<file path="src/rtl/pipe_latch_q.sv">
// Elastic pipeline latch: a small circular buffer with a registered head output and ready/valid
// handshaking. Define PIPE_LATCH_STATS_EN to build in the stall/drop statistics counters.
module pipe_latch_q #(
  parameter int unsigned WIDTH = 121,
  parameter int unsigned DEPTH = 2
) (
  input  logic                       CLK,
  input  logic                       RST,
  input  logic                       in_valid,
  input  logic [WIDTH-1:0]           in_data,
  output logic                       in_ready,
  output logic                       out_valid,
  output logic [WIDTH-1:0]           out_data,
  input  logic                       out_ready,
  input  logic                       flush,
  input  logic                       ihit,
  input  logic                       dhit,
  input  logic                       dmemREN,
  input  logic                       dmemWEN,
  output logic [$clog2(DEPTH+1)-1:0] count,
  output logic [15:0]                stall_cnt,
  output logic [15:0]                drop_cnt
);

  localparam int unsigned PtrW = (DEPTH > 1) ? $clog2(DEPTH) : 1;
  localparam int unsigned CntW = $clog2(DEPTH+1);
  localparam logic [PtrW-1:0] LastPtr = PtrW'(DEPTH - 1);
  localparam logic [CntW-1:0] FullCnt = CntW'(DEPTH);

  typedef enum logic [1:0] {StEmpty, StPartial, StFull} occ_e;

  occ_e             state_q, state_d;
  logic [CntW-1:0]  count_q, count_d;
  logic [PtrW-1:0]  head_q, head_d, tail_q, tail_d;
  logic [WIDTH-1:0] out_q, out_d;
  logic [WIDTH-1:0] mem_q [DEPTH];

  logic mem_wait, fetch_ok, push, pop;

  function automatic logic [PtrW-1:0] ptr_inc(input logic [PtrW-1:0] p);
    return (p == LastPtr) ? '0 : p + 1'b1;
  endfunction

  assign mem_wait = (dmemREN | dmemWEN) & ~dhit;
  assign fetch_ok = ihit;
  // While RST is high the occupancy is about to be cleared, so treat it as empty.
  assign in_ready = ~mem_wait & fetch_ok & (RST | (count_q < FullCnt) | out_ready);
  assign out_valid = (state_q != StEmpty);
  assign push = in_valid & in_ready & ~flush;
  assign pop  = out_valid & out_ready & ~flush;

  assign out_data = out_q;
  assign count    = count_q;

  always_comb begin
    count_d = count_q;
    head_d  = head_q;
    tail_d  = tail_q;
    out_d   = out_q;
    state_d = state_q;
    if (flush) begin
      count_d = '0;
      head_d  = '0;
      tail_d  = '0;
    end else begin
      if (push) tail_d = ptr_inc(tail_q);
      if (pop)  head_d = ptr_inc(head_q);
      unique case ({push, pop})
        2'b10:   count_d = count_q + 1'b1;
        2'b01:   count_d = count_q - 1'b1;
        default: count_d = count_q;
      endcase
      // The new head is the incoming word when the buffer is (or becomes) otherwise empty.
      if (push && ((count_q == '0) || (pop && (count_q == CntW'(1))))) begin
        out_d = in_data;
      end else if (pop && (count_q > CntW'(1))) begin
        out_d = mem_q[ptr_inc(head_q)];
      end
    end
    if (count_d == '0) begin
      state_d = StEmpty;
    end else if (count_d == FullCnt) begin
      state_d = StFull;
    end else begin
      state_d = StPartial;
    end
  end

  always_ff @(posedge CLK) begin
    if (RST) begin
      state_q <= StEmpty;
      count_q <= '0;
      head_q  <= '0;
      tail_q  <= '0;
      out_q   <= '0;
    end else begin
      state_q <= state_d;
      count_q <= count_d;
      head_q  <= head_d;
      tail_q  <= tail_d;
      out_q   <= out_d;
    end
  end

  always_ff @(posedge CLK) begin
    if (push && !RST) mem_q[tail_q] <= in_data;
  end

`ifdef PIPE_LATCH_STATS_EN
  logic [15:0] stall_q, drop_q;
  logic [16:0] drop_sum;

  assign drop_sum = {1'b0, drop_q} + 17'(count_q);

  always_ff @(posedge CLK) begin
    if (RST) begin
      stall_q <= '0;
      drop_q  <= '0;
    end else begin
      if (in_valid && !in_ready && (stall_q != 16'hFFFF)) stall_q <= stall_q + 16'd1;
      if (flush) drop_q <= drop_sum[16] ? 16'hFFFF : drop_sum[15:0];
    end
  end

  assign stall_cnt = stall_q;
  assign drop_cnt  = drop_q;
`else
  assign stall_cnt = 16'h0000;
  assign drop_cnt  = 16'h0000;
`endif

endmodule

</file>
<file path="config.mk">
export PLATFORM = sky130hd
export DESIGN_NAME = pipe_latch_q
export DESIGN_NICKNAME = d
export VERILOG_FILES = /design/src/rtl/pipe_latch_q.sv
export SDC_FILE = /design/constraint.sdc
export NUM_CORES = 1
export LEC_CHECK = 0
export CORE_ASPECT_RATIO = 1.5
export CORE_MARGIN = 2
export CORE_UTILIZATION = 45
export DETAILED_ROUTE_END_ITERATION = 8
export HOLD_SLACK_MARGIN = 0.08
export PLACE_DENSITY_LB_ADDON = 0.12
export SLEW_MARGIN = 40
export SYNTH_ARGS = -nofsm -noshare
export SYNTH_HDL_FRONTEND = slang
export SYNTH_SLANG_ARGS = --single-unit
</file>
<file path="constraint.sdc">
create_clock -name CLK -period 12.3 [get_ports CLK]
set_input_delay 2.46 -clock CLK [delete_from_list [all_inputs] [get_ports CLK]]
set_output_delay 2.46 -clock CLK [all_outputs]
set_load 0.01 [all_outputs]
</file>
==> qor.txt, run 1 <==
Status: complete, no violations
RSZ-0062 raised after global routing: no
Resized Gates After CTS: 0
H-tree depth: 2
Crit-path max FO: 6
Total grt overflow: 0
Setup TNS: 0 ps
Final nets: 1,239
RD Place Congestion: 0.737
Cell Pwr Density: 139 nW/um2
Worst-path clk slew: 60 ps
Chip Height: 222 um
FMAX: 150 MHz
Vias after detailed routing: 7,939
Post-CTS Setup Bufs: 0
DR WL/cell: 19.3 um
Endpoints failing hold: 0
# port buffers: 254
DIE AREA: 33,100 um2
Initial antenna violation count: 3
All-Layer GR Usage: 17.7%
Leading register cell type out of synthesis: edfxtp_1
Worst Hold Depth: 2
Async S/R FF share, synth: 0%
Synth warn: 0
FF/Latch Area: 9810 um2
R2R cell count: 5
Least-Margin Pin Slew: 826 ps
Mapped cell area: 14,200 um2
Critical path data required time: 9840 ps
Final Cell Area: 18,200 um2
Area of the multi-input gates: 4040 um2
Hold Path Origin: out_data[38]
Drt pass-1 iters: 4
Final Util: 58.5%
WHS: 535 ps
Placed Area: 17,100 um2
R2r setup slk: 9500 ps
Largest area contributor in the netlist: edfxtp_1
# DRC: 0
First-pass GRT wire length: 45,500 um
Final worst path period need: 6650 ps
Die Width: 149 um
Maximum clock insertion buffer count: 3
Synth unique cells: 37
Worst Setup Start Kind: input pin
Initial DRC Count: 261
TritonCTS clock tree: built
Arr. time, crit path: 4190 ps
Row cnt: 79
Hold_buf cts: 0
Most frequent cells in the layout: 254 x clkdlybuf4s50_1, 242 x edfxtp_1, 126 x dfxtp_1
Vias in the first global route: 8,013
Critical setup path kind: input pin to output port
Final ANT Viol Nets: 0
Cell at the root of the clock tree: clkbuf_16
Worst hold path class: flip-flop to flip-flop
Worst r2r src: count[1]
Hold EP: out_data[38]
Top-area cell type share of the netlist area: 51.0%
Fraction of layout cells with a size suffix above 1: 17.4%
DRT Wirelength: 29,800 um
Largest net degree at the start of global routing: 122
Leakage: 0.00678 uW
Post-synthesis area per instance: 16.6 um2
CTS Buf Count: 36
Rel. slew slack: 44.9%
Core area: 31,100 um2
Fillers: 2,553
Post-synth EDFFs: 242
Post-synthesis register bit count: 369
Pins Over Slew Limit: 0
Vias per inst: 5.15
Final worst path period share: 54.1%
Max-cap violations: 0
Ports: 287
Ranking of synthesized cells by area: edfxtp_1 51%, dfxtp_1 18%, mux2_2 9.6%, mux2i_1 8.5%, o2bb2ai_1 7.4%
CTS Sinks: 369
Reg-to-reg critical path endpoint: mem_q[0][75]
Most common cell after layout, fill and taps aside: clkdlybuf4s50_1
Seq/Total Area, Yosys: 68.9%
Maximum VDD drop: 0.118 mV
Clk Latency, worst-skew pair: 530 ps
Layout Skew: 14.7 ps
Final setup vio count: 0
P&R area growth vs syn: 27.9%
Starting density of the core: 45.8%
Gate Count Post-Synth: 858
CP endpoint kind: output port
Dpl hpwl: 17,400 um
[cell families after synthesis]
family / Yosys count / share of synthesized area, %
adders and majority gates: 2 / 0.176
DFF: 369 / 68.9
muxes: 242 / 18.1
and+or+nand+nor: 19 / 0.834
xor gates and xnor gates: 4 / 0.246
buffers and inverters: 90 / 3.86
other: 1 / 0.0263
AOI/OAI and AO/OA: 131 / 7.93
[state kept, by name (all words and copies together) (netlist names)]
signal,cells
head_q,1
out_data,121
state_q,2
tail_q,1
count,2
mem_q,242
[Yosys cell counts, drive strengths merged, types with 2 or more instances]
master	count
ha	2
clkbuf	17
dfxtp	127
edfxtp	242
buf	70
nor3	3
xnor2	3
o2bb2ai	121
or2	2
mux2i	121
mux2	121
o21bai	2
a21oi	2
nor2	5
inv	3
[per-layer routing]
layer	wire length (um)	share of wire [%]	global-route usage [%]	vias up
li1	-	-	-	3787
met4	717	2.4	5.47	4
met2	14800	50	29.6	199
met1	12300	41	21.9	3900
met3	1990	6.7	5.41	49
met5	26	0.087	0	-
[final cells by class]
type / count / area share (%)
Sequential cell: 369 / 53.9
Multi-Input combinational cell: 430 / 22.2
Timing Repair Buffer: 267 / 14.7
Clock buffer: 56 / 5.91
Tap cell: 405 / 2.78
Clock inverter: 10 / 0.474
Inverter: 3 / 0.0618
Antenna cell: 1 / 0.0137
[worst max-delay path by stage]
stage / start / to / cells past startpoint
final: RST / in_ready / 4
after global routing: RST / in_ready / 4
after CTS: RST / in_ready / 4
after detailed placement: RST / in_ready / 4
after global placement: RST / in_ready / 4
after floorplan: dmemWEN / mem_q[0][0] / 3
[through the flow]
step	total power [uW]	cells	worst slack, ps
floorplan	1420	889	454
global placement	1490	1472	5680
detailed placement	1500	1474	5640
CTS	2580	1540	5640
global route	2630	1540	5570
finish	2540	1541	5650
[critical path, stage by stage]
cell	delay, ps
clkdlybuf4s50_1	570
or3b_1	470
and3_1	210
clkdlybuf4s50_1	480
[where the power goes]
| group | leakage (uW) | switching [uW] | internal [uW] |
|---|---|---|---|
| Combinational | 0.00300 | 57.8 | 67.9 |
| Sequential | 0.00321 | 7.36 | 1340 |
| Clock | 0.000569 | 445 | 627 |
| Total | 0.00678 | 510 | 2030 |
Note: power is estimated with default switching activity, not from simulation.
==> run 2, diff against run 1 <==
==> constraint.sdc (replaced) <==
create_clock -name CLK -period 6.3 [get_ports CLK]
set_input_delay 1.26 -clock CLK [delete_from_list [all_inputs] [get_ports CLK]]
set_output_delay 1.26 -clock CLK [all_outputs]
set_load 0.01 [all_outputs]
==> qor.txt, run 2 (synthesized netlist as in run 1, its figures left out) <==
Status: complete, no violations (unchanged)
Total power: 4950 uW (was 2540 uW)
Clk Latency, worst-skew pair: 520 ps (was 530 ps)
Dpl hpwl: 17,600 um (was 17,400 um)
Cell at the root of the clock tree: clkbuf_16 (unchanged)
DIE AREA: 33,100 um2 (unchanged)
Setup TNS: 0 ps (unchanged)
Worst-path clk slew: 60 ps (about the same)
Final ANT Viol Nets: 0 (unchanged)
Row cnt: 79 (unchanged)
Vias in the first global route: 8,316 (was 8,013)
Maximum VDD drop: 0.213 mV (was 0.118 mV)
Most frequent cells in the layout: 254 x clkdlybuf4s50_1, 242 x edfxtp_1, 126 x dfxtp_1 (unchanged)
Hold_buf cts: 0 (unchanged)
Final Util: 58.6% (was 58.5%)
Vias after detailed routing: 7,915 (was 7,939)
Placed Area: 17,100 um2 (about the same)
All-Layer GR Usage: 18.0% (was 17.7%)
Maximum clock insertion buffer count: 3 (unchanged)
Die Width: 149 um (unchanged)
Pins Over Slew Limit: 0 (unchanged)
Max-cap violations: 0 (unchanged)
RD Place Congestion: 0.720 (was 0.737)
Largest Register: mem_q (unchanged)
Final worst path period need: 4290 ps
Max reg flops: 242 (unchanged)
Worst r2r src: count[1] (unchanged)
Endpoints failing hold: 0 (unchanged)
CTS Sinks: 369 (unchanged)
Most common cell after layout, fill and taps aside: clkdlybuf4s50_1 (unchanged)
# port buffers: 254 (unchanged)
Final nets: 1,240 (was 1,239)
Ports: 287 (unchanged)
Starting density of the core: 45.8% (unchanged)
RSZ-0062 raised after global routing: no (unchanged)
Final worst path period share: 68.1%
TritonCTS clock tree: built (unchanged)
Drt pass-1 iters: 4 (unchanged)
DRT Wirelength: 29,800 um (about the same)
Critical setup path kind: input pin to output port (unchanged)
Post-route insts no fill: 1,540 (was 1,541)
Rel. slew slack: 53.0% (was 44.9%)
Reg-to-reg critical path endpoint: out_data[101] (was mem_q[0][75])
Total grt overflow: 0 (unchanged)
Core area: 31,100 um2 (unchanged)
DR WL/cell: 19.4 um (was 19.3 um)
Initial antenna violation count: 5 (was 3)
Final setup vio count: 0 (unchanged)
R2r setup slk: 3840 ps (was 9500 ps)
# DRC: 0 (unchanged)
H-tree depth: 2 (unchanged)
Chip Height: 222 um (unchanged)
Critical path data required time: 5040 ps (was 9840 ps)
Initial DRC Count: 261 (unchanged)
Cells after DPL: 1,476 (was 1,474)
P&R area growth vs syn: 28.1% (was 27.9%)
CP endpoint kind: output port (unchanged)
Arr. time, crit path: 3030 ps (was 4190 ps)
R2R cell count: 7 (was 5)
Least-Margin Pin Slew: 704 ps (was 826 ps)
Crit-path max FO: 6 (unchanged)
CTS Buf Count: 35 (was 36)
First-pass GRT wire length: 46,200 um (was 45,500 um)
Leakage: 0.00679 uW (was 0.00678 uW)
Post-CTS Setup Bufs: 0 (unchanged)
Layout Skew: 13.8 ps (was 14.7 ps)
Worst Hold Depth: 2 (unchanged)
Final Cell Area: 18,300 um2 (was 18,200 um2)
Worst Setup Start Kind: input pin (unchanged)
Fraction of layout cells with a size suffix above 1: 17.2% (was 17.4%)
CP Capture Point: in_ready (unchanged)
Largest net degree at the start of global routing: 78 (was 122)
FMAX: 233 MHz
Worst hold path class: flip-flop to flip-flop (unchanged)
Cell Pwr Density: 271 nW/um2 (was 139 nW/um2)
Worst setup path startpoint: RST (unchanged)
Vias per inst: 5.14 (was 5.15)
Resized Gates After CTS: 0 (unchanged)
-- run 2: per-layer routing --
layer,wire length (um),global-route usage (%),part of all wire (%),vias to the layer above
met3,1870,5.10,6.3,48
met4,693,5.59,2.3,6
met5,46,0,0.15,-
met1,12100,21.1,40,3881
met2,15200,31.6,51,199
li1,-,-,-,3781
-- run 2: worst min-delay path by stage --
stage,startpoint,endpoint
final,out_data[76],out_data[76]
after global routing,out_data[60],out_data[60]
after CTS,out_data[76],out_data[76]
after detailed placement,out_data[114],out_data[114]
after global placement,out_data[20],out_data[20]
after floorplan,count[1],state_q[1]
-- run 2: stage by stage --
stage / hold WS (ps) / worst slack, ps
after global placement: 518 / 2030
after floorplan: 553 / 1020
after detailed placement: 530 / 2010
after CTS: 542 / 2010
final: 535 / 2010
after global routing: 562 / 1960
-- run 2: layout make-up --
class | count | area, um2
Fill cell | 2568 | 12900
Timing Repair Buffer | 269 | 2730
Clock buffer | 55 | 1050
Clock inverter | 7 | 83.8
Sequential cell | 369 | 9810
Inverter | 3 | 11.3
Antenna cell | 2 | 5.00
Tap cell | 405 | 507
Multi-Input combinational cell | 430 | 4050
-- run 2: worst max-delay path, cell delays in order --
cell and delay (ps):
clkdlybuf4s50_1 610, or3b_1 490, and3_1 200, clkdlybuf4s50_1 470
-- run 2: report_power, final --
part	internal [uW]	leakage, uW	switching (uW)
registers	2610	0.00321	14.4
logic	133	0.00302	112
clock network	1230	0.000559	851
